### src/rtl/ws2812_rx_decoder.sv
// WS2812 single-wire receiver: measures high-pulse widths, rebuilds bytes MSB-first
// and ends a frame on the long-low reset gap, emitting byte/frame pulses.
module ws2812_rx_decoder #(
    parameter  int BIT_THRESH_CYC = 38,
    parameter  int MAX_HIGH_CYC   = 100,
    parameter  int RESET_CYC      = 3200,
    localparam int CNT_W          = $clog2(RESET_CYC + 1)
) (
    input  logic        clk_in,
    input  logic        rst_n_in,
    input  logic        ws2812_data_in,
    output logic        byte_rdy_out,
    output logic [7:0]  byte_data_out,
    output logic        frame_rdy_out,
    output logic [15:0] frame_len_out,
    output logic        err_out
);

    // Handshake: byte_rdy_out/frame_rdy_out/err_out are single-cycle strobes with no
    // backpressure; the data they qualify holds until the next strobe overwrites it.

    typedef enum logic [1:0] {
        RESYNC = 2'd0,
        IDLE   = 2'd1,
        HIGH   = 2'd2,
        LOW    = 2'd3
    } state_t;

    localparam logic [CNT_W-1:0] THRESH   = CNT_W'(BIT_THRESH_CYC);
    localparam logic [CNT_W-1:0] HIGH_LIM = CNT_W'(MAX_HIGH_CYC - 1);
    localparam logic [CNT_W-1:0] GAP_LIM  = CNT_W'(RESET_CYC - 1);
    localparam logic [CNT_W-1:0] CNT_ONE  = CNT_W'(1);

    state_t           state;
    logic [1:0]       sync_q;
    logic             line_prev;
    logic [CNT_W-1:0] cnt;
    logic [7:0]       shift_q;
    logic [2:0]       bit_cnt;
    logic [15:0]      byte_cnt;

    logic       line;
    logic       rise;
    logic       bit_val;
    logic [7:0] shift_nxt;

    assign line      = sync_q[1];
    assign rise      = line & ~line_prev;
    assign bit_val   = (cnt >= THRESH);
    assign shift_nxt = {shift_q[6:0], bit_val};

    always_ff @(posedge clk_in) begin
        if (!rst_n_in) begin
            state         <= RESYNC;
            sync_q        <= 2'b00;
            line_prev     <= 1'b0;
            cnt           <= '0;
            shift_q       <= 8'h00;
            bit_cnt       <= 3'd0;
            byte_cnt      <= 16'h0000;
            byte_rdy_out  <= 1'b0;
            byte_data_out <= 8'h00;
            frame_rdy_out <= 1'b0;
            frame_len_out <= 16'h0000;
            err_out       <= 1'b0;
        end else begin
            sync_q        <= {sync_q[0], ws2812_data_in};
            line_prev     <= line;
            byte_rdy_out  <= 1'b0;
            frame_rdy_out <= 1'b0;
            err_out       <= 1'b0;

            case (state)
                // Wait for a full reset gap so a stream joined mid-frame is ignored.
                RESYNC: begin
                    if (line) begin
                        cnt <= '0;
                    end else if (cnt >= GAP_LIM) begin
                        cnt   <= '0;
                        state <= IDLE;
                    end else begin
                        cnt <= cnt + CNT_ONE;
                    end
                end

                IDLE: begin
                    if (rise) begin
                        cnt   <= CNT_ONE;
                        state <= HIGH;
                    end
                end

                HIGH: begin
                    if (line) begin
                        if (cnt >= HIGH_LIM) begin
                            err_out  <= 1'b1;
                            shift_q  <= 8'h00;
                            bit_cnt  <= 3'd0;
                            byte_cnt <= 16'h0000;
                            cnt      <= '0;
                            state    <= RESYNC;
                        end else begin
                            cnt <= cnt + CNT_ONE;
                        end
                    end else begin
                        // cnt holds the number of high cycles seen for this bit.
                        shift_q <= shift_nxt;
                        bit_cnt <= bit_cnt + 3'd1;
                        if (bit_cnt == 3'd7) begin
                            byte_data_out <= shift_nxt;
                            byte_rdy_out  <= 1'b1;
                            if (byte_cnt != 16'hFFFF) begin
                                byte_cnt <= byte_cnt + 16'd1;
                            end
                        end
                        cnt   <= '0;
                        state <= LOW;
                    end
                end

                LOW: begin
                    if (line) begin
                        cnt   <= CNT_ONE;
                        state <= HIGH;
                    end else if (cnt >= GAP_LIM) begin
                        frame_rdy_out <= 1'b1;
                        frame_len_out <= byte_cnt;
                        err_out       <= (bit_cnt != 3'd0);
                        shift_q       <= 8'h00;
                        bit_cnt       <= 3'd0;
                        byte_cnt      <= 16'h0000;
                        cnt           <= '0;
                        state         <= IDLE;
                    end else begin
                        cnt <= cnt + CNT_ONE;
                    end
                end

                default: state <= RESYNC;
            endcase
        end
    end

endmodule

### config.mk
export PLATFORM = sky130hd
export DESIGN_NAME = ws2812_rx_decoder
export DESIGN_NICKNAME = d
export VERILOG_FILES = /design/src/rtl/ws2812_rx_decoder.sv
export SDC_FILE = /design/constraint.sdc
export NUM_CORES = 1
export LEC_CHECK = 0
export CAP_MARGIN = 40
export CORE_ASPECT_RATIO = 0.6
export CORE_MARGIN = 2
export CORE_UTILIZATION = 45
export DETAILED_ROUTE_END_ITERATION = 8
export PLACE_DENSITY = 0.69
export SLEW_MARGIN = 20
export SYNTH_ARGS = -nofsm -noshare
export SYNTH_HDL_FRONTEND = slang
export SYNTH_SLANG_ARGS = --single-unit
### constraint.sdc
create_clock -name clk_in -period 2.7 [get_ports clk_in]
set_input_delay 0.54 -clock clk_in [delete_from_list [all_inputs] [get_ports clk_in]]
set_output_delay 0.54 -clock clk_in [all_outputs]
set_load 0.03 [all_outputs]
# After elaboration in Yosys (flattened, before gate mapping)
# Cells that the tools add are included.
[op_classes] bitwise=6 order_cmp=3 eq_ne=12 reduce_logical=10 muxes=38 addsub=3
[op_table] cell="two-way mux 16 bit" count=6
[op_table] cell="two-way mux 12 bit" count=6
[op_table] cell="one-hot mux 12 bit (4 select lines)" count=1
[op_table] cell="one-hot mux 16 bit (2 select lines)" count=1
[op_table] cell="two-way mux 7 bit" count=4
[op_table] cell="adder 16 x 1 -> 16 bit (second input constant)" count=1
[op_table] cell="!= test 16 bit (second input constant)" count=1
[op_table] cell="one-hot mux 7 bit (2 select lines)" count=1
[op_table] cell="adder 12 x 1 -> 12 bit (second input constant)" count=1
[op_table] cell="greater-or-equal comparator 12 bit (second input constant)" count=1
[op_table] cell="greater-or-equal comparator 12 x 6 -> 1 bit (second input constant)" count=1
[op_table] cell="greater-or-equal comparator 12 x 7 -> 1 bit (second input constant)" count=1
[op_table] cell="two-way mux 2 bit" count=6
[op_table] cell="two-way mux 3 bit" count=4
[op_table] cell="!= test 3 bit (second input constant)" count=3
[op_table] cell="AND reduction 3 bit" count=3
[op_table] cell="!= test 2 bit (second input constant)" count=4
[op_table] cell="one-hot mux 2 bit (4 select lines)" count=1
[op_table] cell="two-way mux 1 bit" count=6
[op_table] cell="one-hot mux 3 bit (2 select lines)" count=1
[op_table] cell="AND reduction 6 bit" count=1
[op_table] cell="OR reduction 3 bit" count=2
[op_table] cell="inverter 1 bit" count=5
[op_table] cell="equality test 2 bit (second input constant)" count=2
[op_table] cell="other kinds (9)" count=9
[totals] in_bits=3 reg_bits=70

# Longest topological paths before layout
[depth] word_depth=5 depth_mapped=8 mapped_depth_nobuf=7

# Worst setup path after synthesis
# No wires, ideal clock.
[synth_path] path_type="register to register" startpoint="register cnt[0]" endpoint="register byte_cnt[11]" path_buffers=1 t_arrival_ns=1.957 setup_slack_ns=0.627 path_stages_with_launch=8 required_time_ns=2.584 synth_period_minus_slack_ns=2.073 setup_ns=0.116 path_cell_list="dfxtp_1 > ha_1 > and3_1 > a21oi_2 > o21a_1 > or4_1 > buf_2 > a31o_1"
[synth_via] elab_chain_len=3 word_cells_on_any_way=5 classes_between="order compare (2); eq/ne (2); reduce/logical (1)"
[synth_lines] element="from (decl)" line_no="37" source="logic [CNT_W-1:0] cnt;"
[synth_lines] element="from (signal assigned)" line_no="82" source="cnt <= cnt + CNT_ONE;"
[synth_lines] element="from (signal assigned)" line_no="103" source="cnt <= cnt + CNT_ONE;"
[synth_lines] element="from (signal assigned)" line_no="135" source="cnt <= cnt + CNT_ONE;"
[synth_lines] element="greater-or-equal comparator 12 x 7 -> 1 bit / greater-or-equal comparator 12 bit (equally long branches)" line_no="95, 125"
[synth_lines] element="!= test 3 bit (no line) / != test 2 bit (equally long branches)"
[synth_lines] element="AND reduction 6 bit (no line) (*)"
[synth_lines] element="to (signal assigned)" line_no="113" source="byte_cnt <= byte_cnt + 16'd1;"
[synth_lines] element="to (decl)" line_no="40" source="logic [15:0] byte_cnt;"
# Mark *: on every way between the ends. The rest lies on a longest branch, timed or not.
# A chain may end at the register's enable or synchronous reset.

# Final worst setup path
# Ends and elaborated chain as after synthesis.

==> results.ini <==
[run_status]
status = finished clean

[sta]
report.final.slew_viol_count = 0
rsz0062_at_grt = false
finalSetupViolations = 0
slew_headroom = 0.555
fmax_mhz = 413
timing.final.crit_share = 0.898
fin_tns_setup_ps = 0
worst_slew_pin_slew_ps = 666
finalHoldViolations = 0
fin_skew_ps = 7.06
post-route-min-period_ps = 2420

[detailed_routing]
ant_nets = 0
avgViaCountPerCell = 5.64
dr.pass1.iters = 5
drcViolationCount = 0
routedWlPerCell_um = 15.4
vias = 2815
dr.first_iter.drc_count = 241
wl_mm = 7.69

[die]
num_rows = 23
die-area_um2 = 7820
coreArea_um2 = 6760
die_h_um = 69.3
io_pins = 30
die_w_um = 113
start_util = 0.473

[setup_path]
path_depth = 6
cp_slowest_stage_delay_ps = 750
path_buf_inv = 0
reg2reg_depth = 6
crit_type = flip-flop to flip-flop
cp.required_ps = 2920
endpoint_kind = flip-flop
crit_chain = ha_1 -> and3_1 -> a21oi_2 -> o21a_1 -> or4_1 -> a31o_1
crit_family = simple AND/OR/NAND/NOR gates
crit_path_start_kind = flip-flop
path_max_fanout = 10
critical_path.slowest_cell = or4_1
arrival_ps = 2650

[place]
dp_hpwl_mm = 5.24
io_buffers = 29
gp_congestion = 0.893
dpl-instance-area_um2 = 3620

[pwr]
ir_drop_uv = 363
powerDensity_nw_per_um2 = 617
p_total_w = 0.00244
leakagePower_nw = 1.36

[grt]
gr-total-overflow = 0
antenna_found_initial = 0
grt_pass1_vias = 2617
grt_use_total = 0.210
grt_max_degree = 29
grt_pass1_wl_mm = 13.1

[cells_and_area]
fin_area_um2 = 3950
nets = 417
diodes = 0
layout-drive-gt1-share = 0.0850
areaGrowthSynthToFinish_pct = 23.6

[clocking]
clkTransAtPathRegs_ps = 50
cts_sinks = 70
hold_buffers = 0
insertion_delay_ps = 330
post_cts.repair.setup_buffers = 0
cts_tree = yes
cts-root-buf = clkbuf_16
cts_buffers = 9
cts_buffer_depth = 2
ctsResizeCount = 0
htree_levels = 3

[yosys]
async_reset_ff_frac = 0
syn_inst = 376
yosys_warnings = 0
syn_nets = 385
ys_types = 48
syn-cell-area_um2 = 3200
synth_area_per_cell_um2 = 8.51
yosys-top-cells-area = dfxtp_1, nand2_1, mux2i_1
synth_enable_flop_cells = 0
synth.top_cell.area_share = 0.438
synth_seq_cells = 70
synth_ff_type = dfxtp_1
synth.yosys.seq_area_share = 0.438
synth_area_leader_cell = dfxtp_1

[min_path]
hold_path.class = flip-flop to flip-flop
min_path_cells = 2

[job]
max_cap_violations = 0

==> routing by layer <==
metal  share of wire  track usage  vias up
li1                -            -     1413
met1            0.54        0.322     1293
met2            0.38        0.272      101
met3           0.071       0.0708        8
met4          0.0099       0.0623        0
met5               0            0        -
==> cell usage after synthesis, drive strengths merged, types with 3 or more instances <==
master	count
dfxtp	70
nand2	49
nor2	43
a21oi	24
o21ai	21
mux2i	17
clkbuf	16
nand4	11
inv	10
nor3	10
nand3	9
and2	8
o221a	8
and3	7
xor2	7
ha	6
buf	5
nor4	5
a211oi	4
or4	4
a31o	3
a31oi	3
o21a	3
o221ai	3
or3	3
==> tightest hold or removal path, cell delays in order (launching register included) <==
cell and delay (ps):
dfxtp_1 300, nand2_1 50, a21oi_1 50
==> worst paths after layout <==
path	slack [ps]	start	endpoint
max reg2reg	280	cnt[0]	byte_cnt[11]
max	280	cnt[0]	byte_cnt[11]
min reg2reg	450	byte_data_out[6]	byte_data_out[6]
min	450	byte_data_out[6]	byte_data_out[6]
==> state kept, by name, summed over array words and instances (netlist names), 2 cells and up <==
register and count:
frame_len_out 16, cnt 12, byte_cnt 16, bit_cnt 3
shift_q 7, byte_data_out 8, state 2, sync_q 2
==> cell type report <==
class | count | area [um^2]
Fill cell | 610 | 2810
Multi-Input combinational cell | 275 | 1680
Sequential cell | 70 | 1400
Timing Repair Buffer | 42 | 388
Clock buffer | 11 | 243
Tap cell | 87 | 109
Clock inverter | 4 | 95.1
Inverter | 10 | 37.5
==> through the flow <==
step                       util  setup WS, ps  instances  hold slack (ps)
after global placement    0.535           436        484              413
final                     0.585           276        499              452
after detailed placement  0.535           331        484              446
after CTS                 0.585           323        499              454
after floorplan               -           627        376              412
after global routing      0.585           161        499              478
==> kinds of logic after synthesis <==
logic type / Yosys count / synth area share
AOI/OAI and AO/OA: 81 / 0.173
xor gates and xnor gates: 9 / 0.0246
adders and majority gates: 6 / 0.0235
buffers and inverters: 31 / 0.0387
DFF: 70 / 0.438
muxes: 17 / 0.0532
and+or+nand+nor: 162 / 0.249
==> cell usage in the layout, fill, tap and decap left out, drive strengths merged, types with 7 or more instances in the layout <==
cell,netlist,layout
dfxtp,70,70
nand2,49,49
nor2,43,43
clkdlybuf4s50,0,29
a21oi,24,24
o21ai,21,21
mux2i,17,17
buf,5,13
nand4,11,11
clkbuf,16,11
inv,10,10
nor3,10,10
nand3,9,9
and2,8,8
o221a,8,8
and3,7,7
xor2,7,7
==> where the power goes <==
part	switching, W	internal, W	leakage (nW)	total, W
Sequential	0.00000912	0.00104	0.565	0.00105
Clock	0.000414	0.000920	0.166	0.00133
Combinational	0.0000378	0.0000196	0.630	0.0000574
Total	0.000461	0.00198	1.36	0.00244
Note: power is estimated with default switching activity, not from simulation.
